## src/rtl/arb_rr_hold.sv

```systemverilog
// arb_rr_hold: N-way round-robin arbiter with grant hold and registered grant.
// Define ARB_RR_TIMEOUT_EN to compile in the MAX_HOLD forced-rotation limit.
module arb_rr_hold #(
  parameter int N        = 8,
  parameter int MAX_HOLD = 16,
  parameter int IW       = $clog2(N)
) (
  input  logic          clk,
  input  logic          rst_n,
  input  logic [N-1:0]  req,
  output logic [N-1:0]  gnt,
  output logic          gnt_valid,
  output logic [IW-1:0] gnt_idx
);

  if (N < 2 || MAX_HOLD < 1) begin : g_bad_param
    $error("arb_rr_hold: N must be >= 2 and MAX_HOLD >= 1");
  end

  logic [IW-1:0] last;
  logic [IW-1:0] ptr;
  logic [IW-1:0] win;
  logic          found;
  logic [N-1:0]  mask;
  logic          holder_req;
  logic          expired;
  logic          keep;
  logic          new_grant;
  logic          nxt_valid;
  logic [IW-1:0] nxt_idx;
  logic [N-1:0]  nxt_gnt;

  function automatic logic [IW-1:0] wrap_inc(input logic [IW-1:0] a);
    return (a == IW'(N-1)) ? '0 : a + 1'b1;
  endfunction

`ifdef ARB_RR_TIMEOUT_EN
  localparam int CW = $clog2(MAX_HOLD + 1);

  logic [CW-1:0] hold_cnt;

  assign expired = (hold_cnt == CW'(MAX_HOLD));

  always_ff @(posedge clk or negedge rst_n) begin
    if (!rst_n) begin
      hold_cnt <= '0;
    end else if (!nxt_valid) begin
      hold_cnt <= '0;
    end else if (new_grant) begin
      hold_cnt <= CW'(1);
    end else if (!expired) begin
      hold_cnt <= hold_cnt + 1'b1;
    end
  end
`else
  assign expired = 1'b0;
`endif

  assign holder_req = gnt_valid && req[gnt_idx];
  assign keep       = holder_req && !expired;

  // On expiry the holder is masked out; last equals the holder here,
  // so the search naturally starts at holder+1.
  assign mask = (holder_req && expired) ? (req & ~gnt) : req;

  always_comb begin
    ptr   = wrap_inc(last);
    found = 1'b0;
    win   = '0;
    for (int i = 0; i < N; i++) begin
      if (!found && mask[ptr]) begin
        found = 1'b1;
        win   = ptr;
      end
      ptr = wrap_inc(ptr);
    end
  end

  always_comb begin
    nxt_valid = 1'b0;
    nxt_idx   = '0;
    new_grant = 1'b0;
    priority case (1'b1)
      keep: begin
        nxt_valid = 1'b1;
        nxt_idx   = gnt_idx;
      end
      found: begin
        nxt_valid = 1'b1;
        nxt_idx   = win;
        new_grant = 1'b1;
      end
      holder_req: begin
        nxt_valid = 1'b1;
        nxt_idx   = gnt_idx;
        new_grant = 1'b1;
      end
      default: begin
        nxt_valid = 1'b0;
      end
    endcase
  end

  always_comb begin
    nxt_gnt = '0;
    for (int i = 0; i < N; i++) begin
      nxt_gnt[i] = nxt_valid && (nxt_idx == IW'(i));
    end
  end

  always_ff @(posedge clk or negedge rst_n) begin
    if (!rst_n) begin
      gnt       <= '0;
      gnt_valid <= 1'b0;
      gnt_idx   <= '0;
      last      <= IW'(N-1);
    end else begin
      gnt       <= nxt_gnt;
      gnt_valid <= nxt_valid;
      gnt_idx   <= nxt_idx;
      if (new_grant) begin
        last <= nxt_idx;
      end
    end
  end

`ifndef SYNTHESIS
  a_onehot: assert property (@(posedge clk) disable iff (!rst_n)
    $onehot0(gnt));
  a_valid: assert property (@(posedge clk) disable iff (!rst_n)
    gnt_valid == (|gnt));
  a_idx: assert property (@(posedge clk) disable iff (!rst_n)
    gnt_valid ? gnt[gnt_idx] : (gnt_idx == '0));
  a_last: assert property (@(posedge clk) disable iff (!rst_n)
    int'(last) < N);
`endif

endmodule

```

## config.mk

```make
export PLATFORM = sky130hd
export DESIGN_NAME = arb_rr_hold
export DESIGN_NICKNAME = d
export VERILOG_FILES = /design/src/rtl/arb_rr_hold.sv
export SDC_FILE = /design/constraint.sdc
export NUM_CORES = 1
export LEC_CHECK = 0
export BUFFER_PORTS_ARGS = -buffer_cell sky130_fd_sc_hd__buf_2
export CORE_MARGIN = 8
export CORE_UTILIZATION = 45
export DETAILED_ROUTE_END_ITERATION = 12
export PLACE_DENSITY = 0.66
export SLEW_MARGIN = 30
export SYNTH_ARGS = -nofsm -noshare
export SYNTH_HDL_FRONTEND = slang
export SYNTH_SLANG_ARGS = --single-unit
```

## constraint.sdc

```tcl
create_clock -name clk -period 8.8 [get_ports clk]
set_clock_uncertainty 0.05 [all_clocks]
set_input_delay 1.32 -clock clk [delete_from_list [all_inputs] [get_ports clk]]
set_output_delay 1.32 -clock clk [all_outputs]
set_load 0.02 [all_outputs]
```

# Word level (Yosys, flattened, before mapping)
# Index checks and enable logic that the tools add are counted.
dict set report op_classes {
  add_sub_neg 8
  n_lt_le_gt_ge 9
  eq_ne 15
  n_mux 47
  n_reduce_logical 24
}
# op count
set op_table {}
lappend op_table {{$mux W3} 18}
lappend op_table {{$eq A3 B3 Y1 const B} 12}
lappend op_table {{$lt A3 B4 Y1 const B} 9}
lappend op_table {{$bmux W1 S3} 9}
lappend op_table {{$add A3 B1 Y3 const B} 8}
lappend op_table {{$mux W1} 20}
lappend op_table {{$logic_and A1 B1 Y1} 16}
lappend op_table {{$logic_not A1 Y1} 7}
lappend op_table {{$eq A3 B2 Y1 const B} 2}
lappend op_table {{$eq A3 B1 Y1 const B} 1}
lappend op_table {{$logic_not A3 Y1} 1}
dict set report word_totals {
  register_bits 15
  output_inout_bits 12
  word_cells 107
}

# Longest topological paths before layout
dict set report logic_depth {
  depth_word 30
  ltp_mapped 15
}

# Worst setup path after synthesis
# No wires, ideal clock.
dict set report synth_timing {
  path_kind {register to register}
  from {reg last[1]}
  to {reg gnt[6]}
  setup_time_ns 0.120
  arrival_time_ns 3.837
  t_required_ns 8.630
  path_slack_ns 4.794
  stages_incl_launch_ff 14
  path_buffers 1
  synth_period_minus_slack_ns 4.006
  cell_sequence {dfstp_2 ha_1 ha_1 nor2_4 inv_2 buf_1 ha_1 xnor2_1 xnor2_1 mux4_2 or4_1 and4_4 a211o_4 and3_1}
}
dict set report synth_via {
  elab_chain_len 30
}
# item line_no
set synth_lines {}
lappend synth_lines {{start: declaration} 20} ;# logic [IW-1:0] last;
lappend synth_lines {{start signal: assignment} 116} ;# last <= IW'(N-1);
lappend synth_lines {{start signal: assignment} 122} ;# last <= nxt_idx;
lappend synth_lines {{$add A3 B1 Y3 / $eq A3 B3 Y1 (equally long branches)} 34} ;# return (a == IW'(N-1)) ? '0 : a + 1'b1;
lappend synth_lines {{$mux W3 (*)} 34}
lappend synth_lines {{branches (longest 27 deep; another with $add A3 B1 Y3)} n/a}
lappend synth_lines {{$logic_and A1 B1 Y1 (*)} 107} ;# nxt_gnt[i] = nxt_valid && (nxt_idx == IW'(i));
lappend synth_lines {{named net nxt_gnt[6]} 31} ;# logic [N-1:0] nxt_gnt;
lappend synth_lines {{end signal: assignment} 118} ;# gnt <= nxt_gnt;
lappend synth_lines {{end: declaration} 11} ;# output logic [N-1:0] gnt,
# Mark *: on every way through the listed nets, which the timed path passes. The select of a mux whose other input is x is not followed.
# A chain may end at the register's enable or synchronous reset.

# Final worst setup path
dict set report layout_timing {
  from {reg last[0]}
  to {reg gnt[1]}
}
dict set report layout_via {
  elab_chain_len 30
}
# item line_no
set layout_lines {}
lappend layout_lines {{$add A3 B1 Y3 / $eq A3 B3 Y1 (equally long branches)} 34}
lappend layout_lines {{$mux W3 (*)} 34}
lappend layout_lines {{branches (longest 27 deep; another with $add A3 B1 Y3)} n/a}
lappend layout_lines {{$logic_and A1 B1 Y1 (*)} 107}
lappend layout_lines {{named net nxt_gnt[1]} 31}
# Marks and branches as above.

==> metrics.md <==
| Metric | Value |
|---|---|
| Result of the run | completed |
| Net count after synthesis | 199 |
| Post-CTS Setup Repair Bufs | 0 |
| GR Util All Layers | 15.4% |
| Buffer type at the clock tree root | clkbuf_8 |
| Fraction of met3 tracks used by global routing | between 1.5 and 2% |
| Unrepaired setup endpoints after global routing | no |
| Transition time at the pin with the least slew margin | 739 ps |
| Drt drc | 0 |
| CP startpoint kind | flip-flop |
| Total negative slack for setup checks | 0 ps |
| Fraction of registers with async set/reset | between 90% and 100% |
| Max Clock Freq | roughly 0.21 GHz |
| Worst min-delay path startpoint | last[2] |
| Pin count of the biggest net entering global routing | 19 |
| Antenna fix cells | 0 |
| Hold Fails Final Rpt | 0 |
| Worst-skew pair later-pin latency | approximately 240 ps |
| Final period utilization | 55.4% |
| Post-CTS Resized | 0 |
| Detailed placement HPWL | roughly 3.7 mm |
| Critical Path Fanout Max | 18 |
| Average via count per standard cell | 6.42 |
| Combined buffer and inverter count along the critical path | 1 |
| Vert. Die Dim | 76.8 um |
| Stage delay of the slowest cell on the critical path | 680 ps |
| Die X | between 70 and 80 um |
| Launching point of the worst reg2reg path | last[0] |
| Vias in the first global route | between 1500 and 2000 |
| Cell repeated most along the worst path | ha_1 |
| Post-synthesis area per instance | about 9 sq um |
| Slowest cell on crit path | dfstp_2 |
| Met1 GRT Util | 21.4% |
| Number of slew-limit violations in the final report | 0 |
| Fraction of the yosys area taken by sequential cells | about 23% |
| Required time of the critical path | roughly 8900 ps |
| Effective utilization at floorplan | between 40% and 50% |
| Type of the worst setup path | flip-flop to flip-flop |
| Hold Path Stages | 1 |
| Capture instance of the worst register-to-register path | gnt[1] |
| NumNets Final | 220 |
| Synthesized instance count | around 190 |
| Total standard cell area after synthesis | approximately 0.0017 sq mm |
| Total of fill cells in the finished design | between 300 and 400 |
| Number of levels the H-tree was split into | 1 |
| Avg WL per Cell | 18.8 um |
| Overflow after GRT | 0 |
| DRT Wirelength | approximately 4.7 mm |
| Worst setup EP type | flip-flop |
| Drt first-iter violations | 204 |
| Number of antenna violations at the first check in global routing | 0 |
| TritonCTS clock tree | built |
| Met2 GRT Util | about a quarter |
| Number of synthesized register bits | 15 |
| Number of sinks on the clock net | 15 |
| Busiest metal layer after global routing | met2 |
| Path class of the lowest-slack min-delay path | flip-flop to flip-flop |
| Count of nets left with antenna violations after detail routing | 0 |
| Layout overhead on the synthesized area | 11.4% |
| Number of flops mapped to enable cells by yosys | 0 |
| Register-to-Register Path Depth | 12 |
| Via count | 1623 |
| Full die area | 0.00590 sq mm |
| Count of boundary I/O pins | 22 |
| Dominant delay contributor by cell family on the critical path | adder cells |
| Relative slew margins | 50.7% |
| Core area | 0.00361 sq mm |
| Worst EP arrival | approximately 4900 ps |
| Number of placement rows | 22 |
| First-pass detailed-route iteration total | 5 |
| Port bufs | 21 |
| Destination of the worst hold path | last[2] |
| Global placer's final weighted congestion | slightly above 0.9 |
| Cell chain of the critical path | ha_1, ha_1, nand2b_1, ha_1, inv_2, mux4_2, mux2i_1, nand3_1, nor4_1, nor3_1, a221oi_1, nor3_1 |
| Hold buffer count at CTS | 0 |
| Number of CTS-inserted buffers | 3 |
| CTS clk-pin slew, worst paths | around 60 ps |
| Most used flip-flop cell after synthesis | dfrtp_1 |
| Total of warnings raised by yosys | 0 |
| Max Cap Viol | 0 |
| Unique masters post-synth | 53 |
| Reg-to-reg setup timing slack | 3920 ps |
| Proportion of layout cells with a drive suffix above 1 | around a quarter |
| Global-route wire length before repair | ~7.7 mm |
| Post-layout minimum cycle time | between 4000 and 5000 ps |
| Buffer levels on the longest clock path | 2 |
| Final setup violation count | 0 |
==> final cells by class <==
class,count,area [sq um],area share (%)
Clock buffer,3,41.3,2.23
Clock inverter,1,5.00,0.270
Inverter,16,61.3,3.31
Multi-Input combinational cell,149,1200,64.8
Sequential cell,15,379,20.5
Tap cell,48,60.1,3.24
Timing Repair Buffer,21,105,5.67
==> metal layers <==
layer  share of wire, %  up-vias
met1                 43      783
li1                   -      744
met3                7.2        8
met4               0.89        0
met5                  0        -
met2                 49       88
==> synthesized netlist by cell type, drive strengths merged, types with 2 or more instances <==
cell / number / area share (%)
buf: 5 / 1.4
mux4: 11 / 15
nor2: 14 / 3.6
dfstp: 3 / 4.7
dfrtp: 12 / 18
o21ai: 8 / 2.4
mux2i: 11 / 7.4
and3: 5 / 1.9
xnor2: 5 / 3.1
nand2b: 4 / 1.5
o31ai: 4 / 1.8
o221ai: 2 / 1.1
o2bb2ai: 2 / 1.1
mux2: 3 / 2.0
nor3: 8 / 2.4
nand3: 5 / 1.5
a211oi: 3 / 1.4
a211o: 2 / 1.6
inv: 15 / 3.4
a32oi: 2 / 1.1
a21boi: 2 / 0.90
o211ai: 2 / 0.90
ha: 4 / 3.0
or3: 2 / 0.75
nand2: 20 / 4.5
or3b: 2 / 1.1
and2: 4 / 1.5
a21oi: 9 / 2.7
a221oi: 2 / 1.1
==> per-stage QoR <==
stage | utilization, % | hold slack, ps | setup WS [ps] | instance area [sq um] | std cells
3_5_place_dp | 50.1 | 490 | 3990 | 1810 | 249
2_1_floorplan | - | 463 | 4790 | 1660 | 185
4_1_cts | 51.4 | 507 | 3980 | 1850 | 253
6_report | 51.4 | 499 | 3920 | 1850 | 253
5_1_grt | 51.4 | 517 | 3550 | 1850 | 253
3_3_place_gp | 50.1 | 492 | 4280 | 1810 | 249
==> sequential cells by signal, indices dropped and copies added, names as in the netlist <==
signal	count
gnt_idx	3
last	3
gnt	8
gnt_valid	1
==> logic make-up (layout without fill, tap and decap cells) <==
logic type / count (synthesis) / count (layout) / synth area share [%]
compound gates: 44 / 44 / 18.8
mux: 25 / 25 / 24.5
flops: 15 / 15 / 22.8
buf+inv: 21 / 41 / 5.04
fa+ha+maj: 4 / 4 / 3.01
simple gates: 70 / 70 / 21.8
xor+xnor: 6 / 6 / 4.06
==> cells in the final DEF (no fill, tap or decap), drive strengths merged, types with 3 or more instances in the layout <==
| cell | instances |
|---|---|
| dfstp | 3 |
| a211oi | 3 |
| clkbuf | 3 |
| and3 | 5 |
| nand3 | 5 |
| dfrtp | 12 |
| nor2 | 14 |
| ha | 4 |
| mux4 | 11 |
| a21oi | 9 |
| nand2 | 20 |
| inv | 15 |
| mux2i | 11 |
| xnor2 | 5 |
| mux2 | 3 |
| buf | 21 |
| o31ai | 4 |
| nand2b | 4 |
| and2 | 4 |
| nor3 | 8 |
| o21ai | 8 |
==> how the worst max path moves through the flow <==
stage,end,cells past startpoint,startpoint
after global routing,gnt[1],12,last[0]
after detailed placement,gnt[2],12,last[0]
after global placement,gnt[6],12,last[0]
after floorplan,gnt[6],13,last[1]
after CTS,gnt[2],12,last[0]
final,gnt[1],12,last[0]
Power is not shown: default switching activity piles up to over one toggle a cycle in this logic, so the estimate is an artifact.
